### src/rtl/ifm_window_reader.sv
// IFM window reader: walks every KxK window of one IFM bank and
// issues the elements two at a time on the A/B read ports.
module ifm_window_reader #(
  parameter int DATA_WIDTH       = 32,
  parameter int IFM_SIZE         = 14,
  parameter int KERNEL_SIZE      = 5,
  parameter int ADDRESS_SIZE_IFM = $clog2(IFM_SIZE*IFM_SIZE)
) (
  input  logic                        clk,
  input  logic                        reset,
  input  logic                        start,
  input  logic                        hold,
  output logic                        ifm_sel,
  output logic                        ifm_enable_read_A_next,
  output logic                        ifm_enable_read_B_next,
  output logic [ADDRESS_SIZE_IFM-1:0] ifm_address_read_A_next,
  output logic [ADDRESS_SIZE_IFM-1:0] ifm_address_read_B_next,
  input  logic [DATA_WIDTH-1:0]       data_in_A,
  input  logic [DATA_WIDTH-1:0]       data_in_B,
  output logic [DATA_WIDTH-1:0]       data_A,
  output logic [DATA_WIDTH-1:0]       data_B,
  output logic                        valid_A,
  output logic                        valid_B,
  output logic                        window_last,
  output logic                        busy,
  output logic                        done
);

  localparam int K   = KERNEL_SIZE;
  localparam int KK  = K * K;
  localparam int OUT = IFM_SIZE - K + 1;
  localparam int AW  = ADDRESS_SIZE_IFM;
  localparam int CW  = $clog2(IFM_SIZE + 2);
  localparam int EW  = $clog2(KK + 2);

  typedef enum logic [1:0] {
    IDLE,
    READ,
    DONE
  } state_t;

  state_t state_q, state_d;

  logic [CW-1:0] r_q, r_d;
  logic [CW-1:0] c_q, c_d;
  logic [CW-1:0] ec_q, ec_d;
  logic [EW-1:0] e_q, e_d;
  logic [AW-1:0] base_q, base_d;
  logic [AW-1:0] row_q, row_d;
  logic          sel_q, sel_d;
  logic          va_q, va_d;
  logic          vb_q, vb_d;
  logic          wl_q, wl_d;

  logic          issue;
  logic          b_on;
  logic          b_wrap;
  logic          win_end;
  logic          last_win;
  logic [AW-1:0] elem_a;
  logic [AW-1:0] elem_b;

  // base_q = r*IFM+c, row_q = (e/K)*IFM: sums only, no multiplier
  assign elem_a   = base_q + row_q + AW'(ec_q);
  assign b_wrap   = (ec_q == CW'(K - 1));
  assign elem_b   = b_wrap ? (base_q + row_q + AW'(IFM_SIZE))
                           : (elem_a + AW'(1));
  assign issue    = (state_q == READ) && !hold;
  assign b_on     = (e_q != EW'(KK - 1));
  assign win_end  = (e_q >= EW'(KK - 2));
  assign last_win = (r_q == CW'(OUT - 1)) && (c_q == CW'(OUT - 1));

  always_comb begin
    state_d = state_q;
    r_d     = r_q;
    c_d     = c_q;
    ec_d    = ec_q;
    e_d     = e_q;
    base_d  = base_q;
    row_d   = row_q;
    sel_d   = sel_q;
    va_d    = issue;
    vb_d    = issue && b_on;
    wl_d    = issue && win_end;
    unique case (state_q)
      IDLE: begin
        if (start) begin
          state_d = READ;
          sel_d   = ~sel_q;
          r_d     = '0;
          c_d     = '0;
          ec_d    = '0;
          e_d     = '0;
          base_d  = '0;
          row_d   = '0;
        end
      end
      READ: begin
        if (issue && win_end) begin
          e_d   = '0;
          ec_d  = '0;
          row_d = '0;
          if (last_win) begin
            state_d = DONE;
            r_d     = '0;
            c_d     = '0;
            base_d  = '0;
          end else if (c_q == CW'(OUT - 1)) begin
            c_d    = '0;
            r_d    = r_q + CW'(1);
            base_d = base_q + AW'(K);
          end else begin
            c_d    = c_q + CW'(1);
            base_d = base_q + AW'(1);
          end
        end else if (issue) begin
          e_d = e_q + EW'(2);
          if (ec_q == CW'(K - 2)) begin
            ec_d  = '0;
            row_d = row_q + AW'(IFM_SIZE);
          end else if (b_wrap) begin
            ec_d  = CW'(1);
            row_d = row_q + AW'(IFM_SIZE);
          end else begin
            ec_d = ec_q + CW'(2);
          end
        end
      end
      DONE: state_d = IDLE;
      default: state_d = IDLE;
    endcase
  end

  always_ff @(posedge clk) begin
    if (reset) begin
      state_q <= IDLE;
      r_q     <= '0;
      c_q     <= '0;
      ec_q    <= '0;
      e_q     <= '0;
      base_q  <= '0;
      row_q   <= '0;
      sel_q   <= 1'b0;
      va_q    <= 1'b0;
      vb_q    <= 1'b0;
      wl_q    <= 1'b0;
    end else begin
      state_q <= state_d;
      r_q     <= r_d;
      c_q     <= c_d;
      ec_q    <= ec_d;
      e_q     <= e_d;
      base_q  <= base_d;
      row_q   <= row_d;
      sel_q   <= sel_d;
      va_q    <= va_d;
      vb_q    <= vb_d;
      wl_q    <= wl_d;
    end
  end

  assign ifm_sel                 = sel_q;
  assign ifm_enable_read_A_next  = issue;
  assign ifm_enable_read_B_next  = issue && b_on;
  assign ifm_address_read_A_next = issue ? elem_a : '0;
  assign ifm_address_read_B_next = (issue && b_on) ? elem_b : '0;
  assign valid_A                 = va_q;
  assign valid_B                 = vb_q;
  assign window_last             = wl_q;
  assign data_A                  = va_q ? data_in_A : '0;
  assign data_B                  = vb_q ? data_in_B : '0;
  assign busy                    = (state_q != IDLE);
  assign done                    = (state_q == DONE);

endmodule

### config.mk
export PLATFORM = sky130hd
export DESIGN_NAME = ifm_window_reader
export DESIGN_NICKNAME = d
export VERILOG_FILES = /design/src/rtl/ifm_window_reader.sv
export SDC_FILE = /design/constraint.sdc
export NUM_CORES = 1
export LEC_CHECK = 0
export CAP_MARGIN = 20
export CORE_UTILIZATION = 41
export CTS_CLUSTER_SIZE = 30
export DETAILED_ROUTE_END_ITERATION = 8
export PLACE_DENSITY = 0.91
export SLEW_MARGIN = 20
export SYNTH_ARGS = -nofsm -noshare
export SYNTH_HDL_FRONTEND = slang
export SYNTH_SLANG_ARGS = --single-unit
### constraint.sdc
create_clock -name clk -period 3.8 [get_ports clk]
set_input_delay 0.38 -clock clk [delete_from_list [all_inputs] [get_ports clk]]
set_output_delay 0.38 -clock clk [all_outputs]
set_load 0.02 [all_outputs]
==> After elaboration in Yosys (flattened, before gate mapping) <==
Index checks and enable logic that the tools add are counted.
{ "op_classes": {"n_bitwise": 1, "eq_ne": 13, "add_sub_neg": 11, "magnitude_cmp": 1, "mux": 37, "reduce_logical": 14} }
{ "op_table": {"columns": ["cell", "n"], "rows": [
  ["$mux W8", 11],
  ["$mux W32", 2],
  ["$mux W4", 11],
  ["$pmux W8 S2", 2],
  ["$pmux W4 S2", 3],
  ["$add A8 B1 Y8 const B", 2],
  ["$add A8 B4 Y8 const B", 2],
  ["$mux W5", 3],
  ["$pmux W5 S2", 1],
  ["$reduce_and A3 Y1", 3],
  ["$add A4 B1 Y4 const B", 2],
  ["$add A8 B3 Y8 const B", 1],
  ["$add A8 B4 Y8", 1],
  ["$add A8 B8 Y8", 1],
  ["$eq A4 B4 Y1 const B", 2],
  ["$reduce_and A4 Y1", 2],
  ["$mux W2", 3],
  ["$ne A2 B2 Y1 const B", 3],
  ["$add A5 B2 Y5 const B", 1],
  ["$ge A5 B5 Y1 const B", 1],
  ["$ne A5 B5 Y1 const B", 1],
  ["$add A4 B2 Y4 const B", 1],
  ["$eq A4 B2 Y1 const B", 1],
  ["$eq A4 B3 Y1 const B", 1],
  ["other kinds (12)", 16]
]} }
{ "word_totals": {"inputBits": 68, "elab_cells": 88, "regBits": 39, "out_inout_bits": 88} }

==> Depth between registers and ports, before layout <==
Gate-level depths: netlist (run 1).
{ "depth": {"depth_word": 6, "mapped_depth": 12, "mapped_depth_nobuf": 12} }

==> Least setup slack after synthesis (run 1) <==
Ideal clock, no wire load.
{ "synth_path": {"path_type": "flip-flop to output port", "from": "reg base_q[2]", "to": "out ifm_address_read_B_next[5]", "path_buffers": 0, "stages_incl_launch_ff": 13, "path_slack_ns": 0.355, "arrival_ns": 3.065, "required_ns": 3.420, "path_cell_list": "dfxtp_1 ha_1 a21oi_1 xor2_1 inv_1 ha_1 o21ai_1 o21bai_1 o221a_2 nand4_2 xnor2_1 nor2_1 a211oi_1"} }
{ "synth_between": {"elab_chain_len": 5, "word_cells_on_any_way": 6, "classes_between": "4 x add/sub; 2 x mux"} }
{ "synth_lines": {"columns": ["element", "line", "text"], "rows": [
  ["start, declared", "48", "logic [AW-1:0] base_q, base_d;"],
  ["start signal, assigned", "153", "base_q <= base_d;"],
  ["$add A8 B8 Y8 (*)", "64, 66", null],
  ["$add A8 B4 Y8", "64", "assign elem_a = base_q + row_q + AW'(ec_q);"],
  ["$add A8 B1 Y8", "67", ": (elem_a + AW'(1));"],
  ["$mux W8 (*)", "66", "assign elem_b = b_wrap ? (base_q + row_q + AW'(IFM_SIZE))"],
  ["$mux W8 (*)", "166", "assign ifm_address_read_B_next = (issue && b_on) ? elem_b : '0;"],
  ["end, declared", "17", "output logic [ADDRESS_SIZE_IFM-1:0] ifm_address_read_B_next,"]
]} }
Mark *: on every way between the ends. The rest lies on a longest branch, timed or not.

==> Worst setup path after layout (run 1) <==
Same ends and word-level chain as after synthesis.

==> results of run 1 <==
-- cells in the final DEF, fill, tap and decap left out, drive strengths merged, types with 10 or more instances in the layout --
cell,Yosys,final
ha,22,22
a21oi,22,22
nor3,11,11
xor2,23,23
nand2,23,23
nand2b,10,10
and2,67,67
inv,17,17
xnor2,18,18
dfxtp,37,37
clkdlybuf4s50,0,150
nor2,58,58
-- through the flow --
step	worst slack, ns	instances
6_report	0.09088	653
5_1_grt	-0.09021	653
4_1_cts	-0.02305	653
3_5_place_dp	0.02574	645
3_3_place_gp	0.1556	645
2_1_floorplan	0.3547	399
-- registers in the layout, indices dropped and copies added (netlist names) --
| signal | cells |
|---|---|
| base_q | 8 |
| ec_q | 4 |
| row_q | 7 |
| c_q | 4 |
| e_q | 4 |
| ifm_sel | 1 |
| r_q | 4 |
| valid_B | 1 |
| state_q | 2 |
| valid_A | 1 |
| window_last | 1 |
-- worst max-delay path, stage by stage, from the launching register on --
cell and delay (ns):
dfxtp_1 0.42, ha_4 0.25, a21oi_2 0.16, xor2_1 0.19, inv_1 0.09, ha_1 0.29, o21ai_1 0.14, o21bai_2 0.11
a2111o_1 0.39, nand4_2 0.18, xnor2_1 0.14, nor2_1 0.06, a211oi_1 0.27, dlygate4sd2_1 0.36
-- what timing repair did --
item / in CTS / in global routing
resized for setup: 4 / 14
pin swaps: 0 / 2
endpoints found under the setup margin: 3 / 5
gates cloned: 0 / 0
-- worst min path at each step --
stage / cells past startpoint / slack (ns) / end
final: 2 / 0.50 / window_last
after global routing: 2 / 0.54 / window_last
after CTS: 2 / 0.49 / base_q[2]
after detailed placement: 2 / 0.48 / base_q[2]
after global placement: 2 / 0.48 / base_q[2]
after floorplan: 2 / 0.45 / base_q[2]
-- power by group through the flow --
stage | clock (mW) | sequential [mW] | combinational, mW
after floorplan | 0 | 0.422 | 0.110
after global placement | 0 | 0.424 | 0.234
after detailed placement | 0 | 0.425 | 0.239
after CTS | 0.360 | 0.416 | 0.240
after global routing | 0.381 | 0.419 | 0.259
final | 0.351 | 0.417 | 0.240
-- logic make-up (layout without fill, tap and decap cells) --
| logic type | count (synthesis) | count (layout) |
|---|---|---|
| XOR/XNOR | 41 | 41 |
| buffers and inverters | 33 | 188 |
| AND/OR/NAND/NOR | 205 | 205 |
| multiplexers | 2 | 2 |
| flip-flops | 37 | 37 |
| adder cells (fa/ha/maj) | 23 | 23 |
| AO/OA/AOI/OAI | 58 | 58 |
-- final cells by class --
cell class                      instances  area (um2)
Fill cell                             604        2336
Multi-Input combinational cell        329        2221
Timing Repair Buffer                  163        1608
Sequential cell                        37       742.0
Tap cell                               99       123.9
Clock buffer                            6       82.58
Inverter                               17       63.81
Clock inverter                          2       37.54
-- metal layers --
layer	vias to the layer above	wire (um)	track usage (%)
met2	69	4464	37.41
met5	-	0	0
met4	0	150	7.625
met3	15	278	3.451
li1	1646	-	-
met1	1434	4101	28.69
==> run summary, run 1 <==
Clk sinks: 37
Clock Power Share: 34.8%
Tightest Hold Check Type: reg -> reg
Synth unique cells: 52
Routability Congestion: 0.8840
Ys Warns: 0
Pint: 746.6 uW
Synth Net Count: 490
Type of origin of the critical path: flop
Slew Viols, Final: 0
Buffers on Ports: 155
Die H: 88.31 um
Post-Syn Area: 3054 um2
Net Sw Power: 261.5 uW
Synth Area in XOR/XNOR: 11.76%
Asr flop ratio synth: 0%
# nets final: 644
First-pass GRT wire length: 13500 um
Die W: 88.31 um
Synth Area in Simple Gates: 35.72%
Hold Crit Start: e_q[4]
Post-synth top area share: 24.25%
DRC: 0
# diodes: 0
Post-CTS setup buffers: 0
Syn avg cell area: 7.655 um2
R2r setup slk: 1.54 ns
Root Driver: clkbuf_8
Critical R2R Capture: row_q[6]
Non-Filler Cell Area, Final: 4878 um2
H-tree Lvls: 2
CTS tree: yes
Top post-synthesis cells by area: dfxtp_1, and2_1, ha_1, nor2_1, xor2_1
Placement Rows: 31
Post-route ant nets: 0
Status: complete, no violations
Switching Share: 25.94%
Initial antenna violation count: 0
Post-synthesis compound-gate area fraction: 13.64%
Crit Path Class: reg -> out
Tot Pwr: 1.008 mW
Vias in the first global route: 2868
Fin. Hold Viols: 0
CTS clk-pin slew, worst paths: 0.07 ns
Power Dens Cells: 206.7 nW/um2
Comb pwr share: 23.9%
Main combinational cell family by area after synthesis: simple AND/OR/NAND/NOR gates
Post-detailed-route wirelength per cell: 13.77 um
# hold bufs at CTS: 0
Setup crit end: ifm_address_read_B_next[5]
Most frequent cells after synthesis: and2_1, nor2_1, dfxtp_1, nand2_1, xor2_1
Final Util: 67.62%
Total grt overflow: 0
Peak VDD IR: 217.5 uV
CP Launch Point: base_q[2]
Crit path arrival time: 3.33 ns
Clk buf depth: 2
Hold_ws: 0.4990 ns
First DRT Iteration DRCs: 123
CP endpoint kind: primary output
Sequential area share after synthesis: 24.25%
Worst skew pair latency: 0.29 ns
Post-synthesis register bit count: 37
Reg2Reg Launch Point: ec_q[2]
Max-Cap Viols: 0
Max Clk Rate: 269.6 MHz
TritonCTS buffer count: 5
Pleak: 1.957 nW
Initial Utilization: 42.33%
R2R cell count: 7
Endpoints failing setup: 0
Aggregate global-route resource usage: 22.14%
Rel. slew slack: 34.07%
Largest net degree at the start of global routing: 34
DR vias/cell: 4.845
Die area: 7799 um2
Period utilization: 97.61%
Drt first pass iters: 4
Setup_tns: 0 ns
Post-Syn Instances: 399
Layout cells sized above 1: 6.859%
I/O pin cnt: 156
Synth Area in Adders: 9.668%
Total Wirelength: 8994 um
Skew final: 0.006736 ns
CP Max Fanout: 4
Post-synth EDFFs: 0
Post-placement cell area: 4722 um2
Synth-to-Final Area Change: 59.73%
Yosys top cell by area: dfxtp_1
Core Area: 7214 um2
HPWL after DPL: 7226 um
Seq pwr share: 41.4%
Final Critical Period: 3.709 ns
Portion of netlist area occupied by mux cells: 0.6555%
Main synth FF type: dfxtp_1
Most numerous cell in the Yosys netlist: and2_1
Slew @ Worst Pin: 0.9814 ns
Critical path required time: 3.42 ns
Vias: 3164
(Power assumes the default switching activity.)
==> inputs of run 2 (changes only) <==
Settings changed: CORE_ASPECT_RATIO set to 0.8.
==> run 2 against run 1 <==
Compared with the run above:
- non-clock buffer count is 1 higher
- largest cell class unchanged
- via count is 6.1% higher
- highest routed layer unchanged
- cell count fell by 1.7%
- count of clock-buffer cells in the layout down 1
- power shrank 8.3%
- the run now ends with design-rule violations left
- clock power is 24% lower
- cell area down 1.3%
- maximum frequency increased by 2.4%
- critical path type unchanged
- sequential power hardly changed
==> run summary, run 2 (synthesis results as in run 1) <==
Post-detailed-route wirelength per cell: 14.93 um
Post-placement cell area: 4700 um2
Worst skew pair latency: 0.29 ns
# nets final: 645
Rel. slew slack: 48.91%
First-pass GRT wire length: 15150 um
Drt first pass iters: 7
CP endpoint kind: primary output
Largest net degree at the start of global routing: 34
Skew final: 0.005170 ns
Layout cells sized above 1: 7.027%
HPWL after DPL: 7891 um
Critical path required time: 3.42 ns
Placement Rows: 27
Power Dens Cells: 192.1 nW/um2
Vias: 3358
I/O pin cnt: 156
DR vias/cell: 5.231
Initial antenna violation count: 0
Crit Path Class: reg -> out
Max reg flops: 8
Pleak: 1.933 nW
H-tree Lvls: 2
Clk sinks: 37
Failing checks: design-rule violations
Type of origin of the critical path: flop
Placed cells: 632
Status: finished with violations
Die W: 98.50 um
# hold bufs at CTS: 0
Finished Layout Cells: 642
Largest registers: base_q x8, row_q x7
Max-Cap Viols: 0
Most common cell after layout, fill and taps aside: clkdlybuf4s50_1
# diodes: 0
Pre-CTS setup slack: -0.01704 ns
Tightest Hold Check Type: reg -> reg
Aggregate global-route resource usage: 24.31%
Slew Viols, Final: 0
Tot Pwr: 924.6 uW
Post-route ant nets: 0
Clk buf depth: 2
CTS clk-pin slew, worst paths: 0.07 ns
Fin. Hold Viols: 0
Total grt overflow: 0
Max Clk Rate: 276.0 MHz
Routability Congestion: 0.8843
Root Driver: clkbuf_8
Largest Register: base_q
Synth-to-Final Area Change: 57.60%
Vias in the first global route: 3168
DRC: 14
Non-Filler Cell Area, Final: 4813 um2
Total Wirelength: 9588 um
Slew @ Worst Pin: 0.7648 ns
Core Area: 7027 um2
Die H: 79.20 um
CP Max Fanout: 6
Final Critical Period: 3.623 ns
Final WS setup: 0.1771 ns
CTS tree: yes
Endpoints failing setup: 0
First DRT Iteration DRCs: 172
TritonCTS buffer count: 5
Highest-count cells in the layout ignoring fill and taps: clkdlybuf4s50_1, and2_1, nor2_1
Initial Utilization: 43.47%
Period utilization: 95.34%
Fill cells: 552
Buffers on Ports: 155
Crit path arrival time: 3.24 ns
Peak VDD IR: 191.5 uV
Die area: 7800 um2
[run 2: repair_timing]
action / 4_1_cts / 5_1_grt
pin swaps: 0 / 3
setup buffers: 0 / 2
setup endpoints to repair: 5 / 7
resized for setup: 8 / 12
[run 2: cell type report]
class                      count  area, um2  area share, %
multi-input combinational    329       2201          45.72
clock inverter                 3      17.52         0.3639
sequential                    37      742.0          15.41
clock buffer                   5      68.82          1.430
inverter                      17      63.81          1.326
tap                           87      108.9          2.261
timing repair buffer         164       1612          33.48
[run 2: critical path, stage by stage (launching register included)]
cell             delay (ns)
dfxtp_1                0.37
ha_2                   0.33
a21oi_2                0.16
xor2_1                 0.20
inv_1                  0.09
ha_1                   0.31
o21ai_2                0.07
nor2_1                 0.17
nor2_1                 0.12
xor2_1                 0.18
a211oi_1               0.30
clkdlybuf4s50_1        0.67
[run 2: worst paths after layout]
check | from | to | slack [ns] | cells past startpoint
max | base_q[2] | ifm_address_read_B_next[3] | 0.18 | 11
min | base_q[1] | base_q[1] | 0.50 | 2
max reg2reg | ec_q[2] | row_q[6] | 1.46 | 7
min reg2reg | base_q[1] | base_q[1] | 0.50 | 2
[run 2: report_power, final]
group,leakage [nW],switching [mW],internal [mW]
clock,0.0439,0.141,0.126
sequential,0.300,0.0178,0.399
combinational,1.59,0.107,0.134
total,1.93,0.265,0.659
[run 2: routing by layer]
metal	routed length (um)	vias up	part of all wire (%)	global-route usage (%)
li1	-	1649	-	-
met1	3844	1542	40	27.08
met2	4772	139	50	45.00
met3	626	28	6.5	5.018
met4	345	0	3.6	10.60
met5	0	-	0	0
[run 2: through the flow]
step | TNS (ns) | hold slack [ns] | util, %
after floorplan | 0 | 0.4535 | -
after global placement | 0 | 0.4763 | 66.88
after detailed placement | -0.03211 | 0.4900 | 66.88
after CTS | -0.05696 | 0.5024 | 68.11
after global routing | -0.01208 | 0.5358 | 68.50
final | 0 | 0.5040 | 68.50
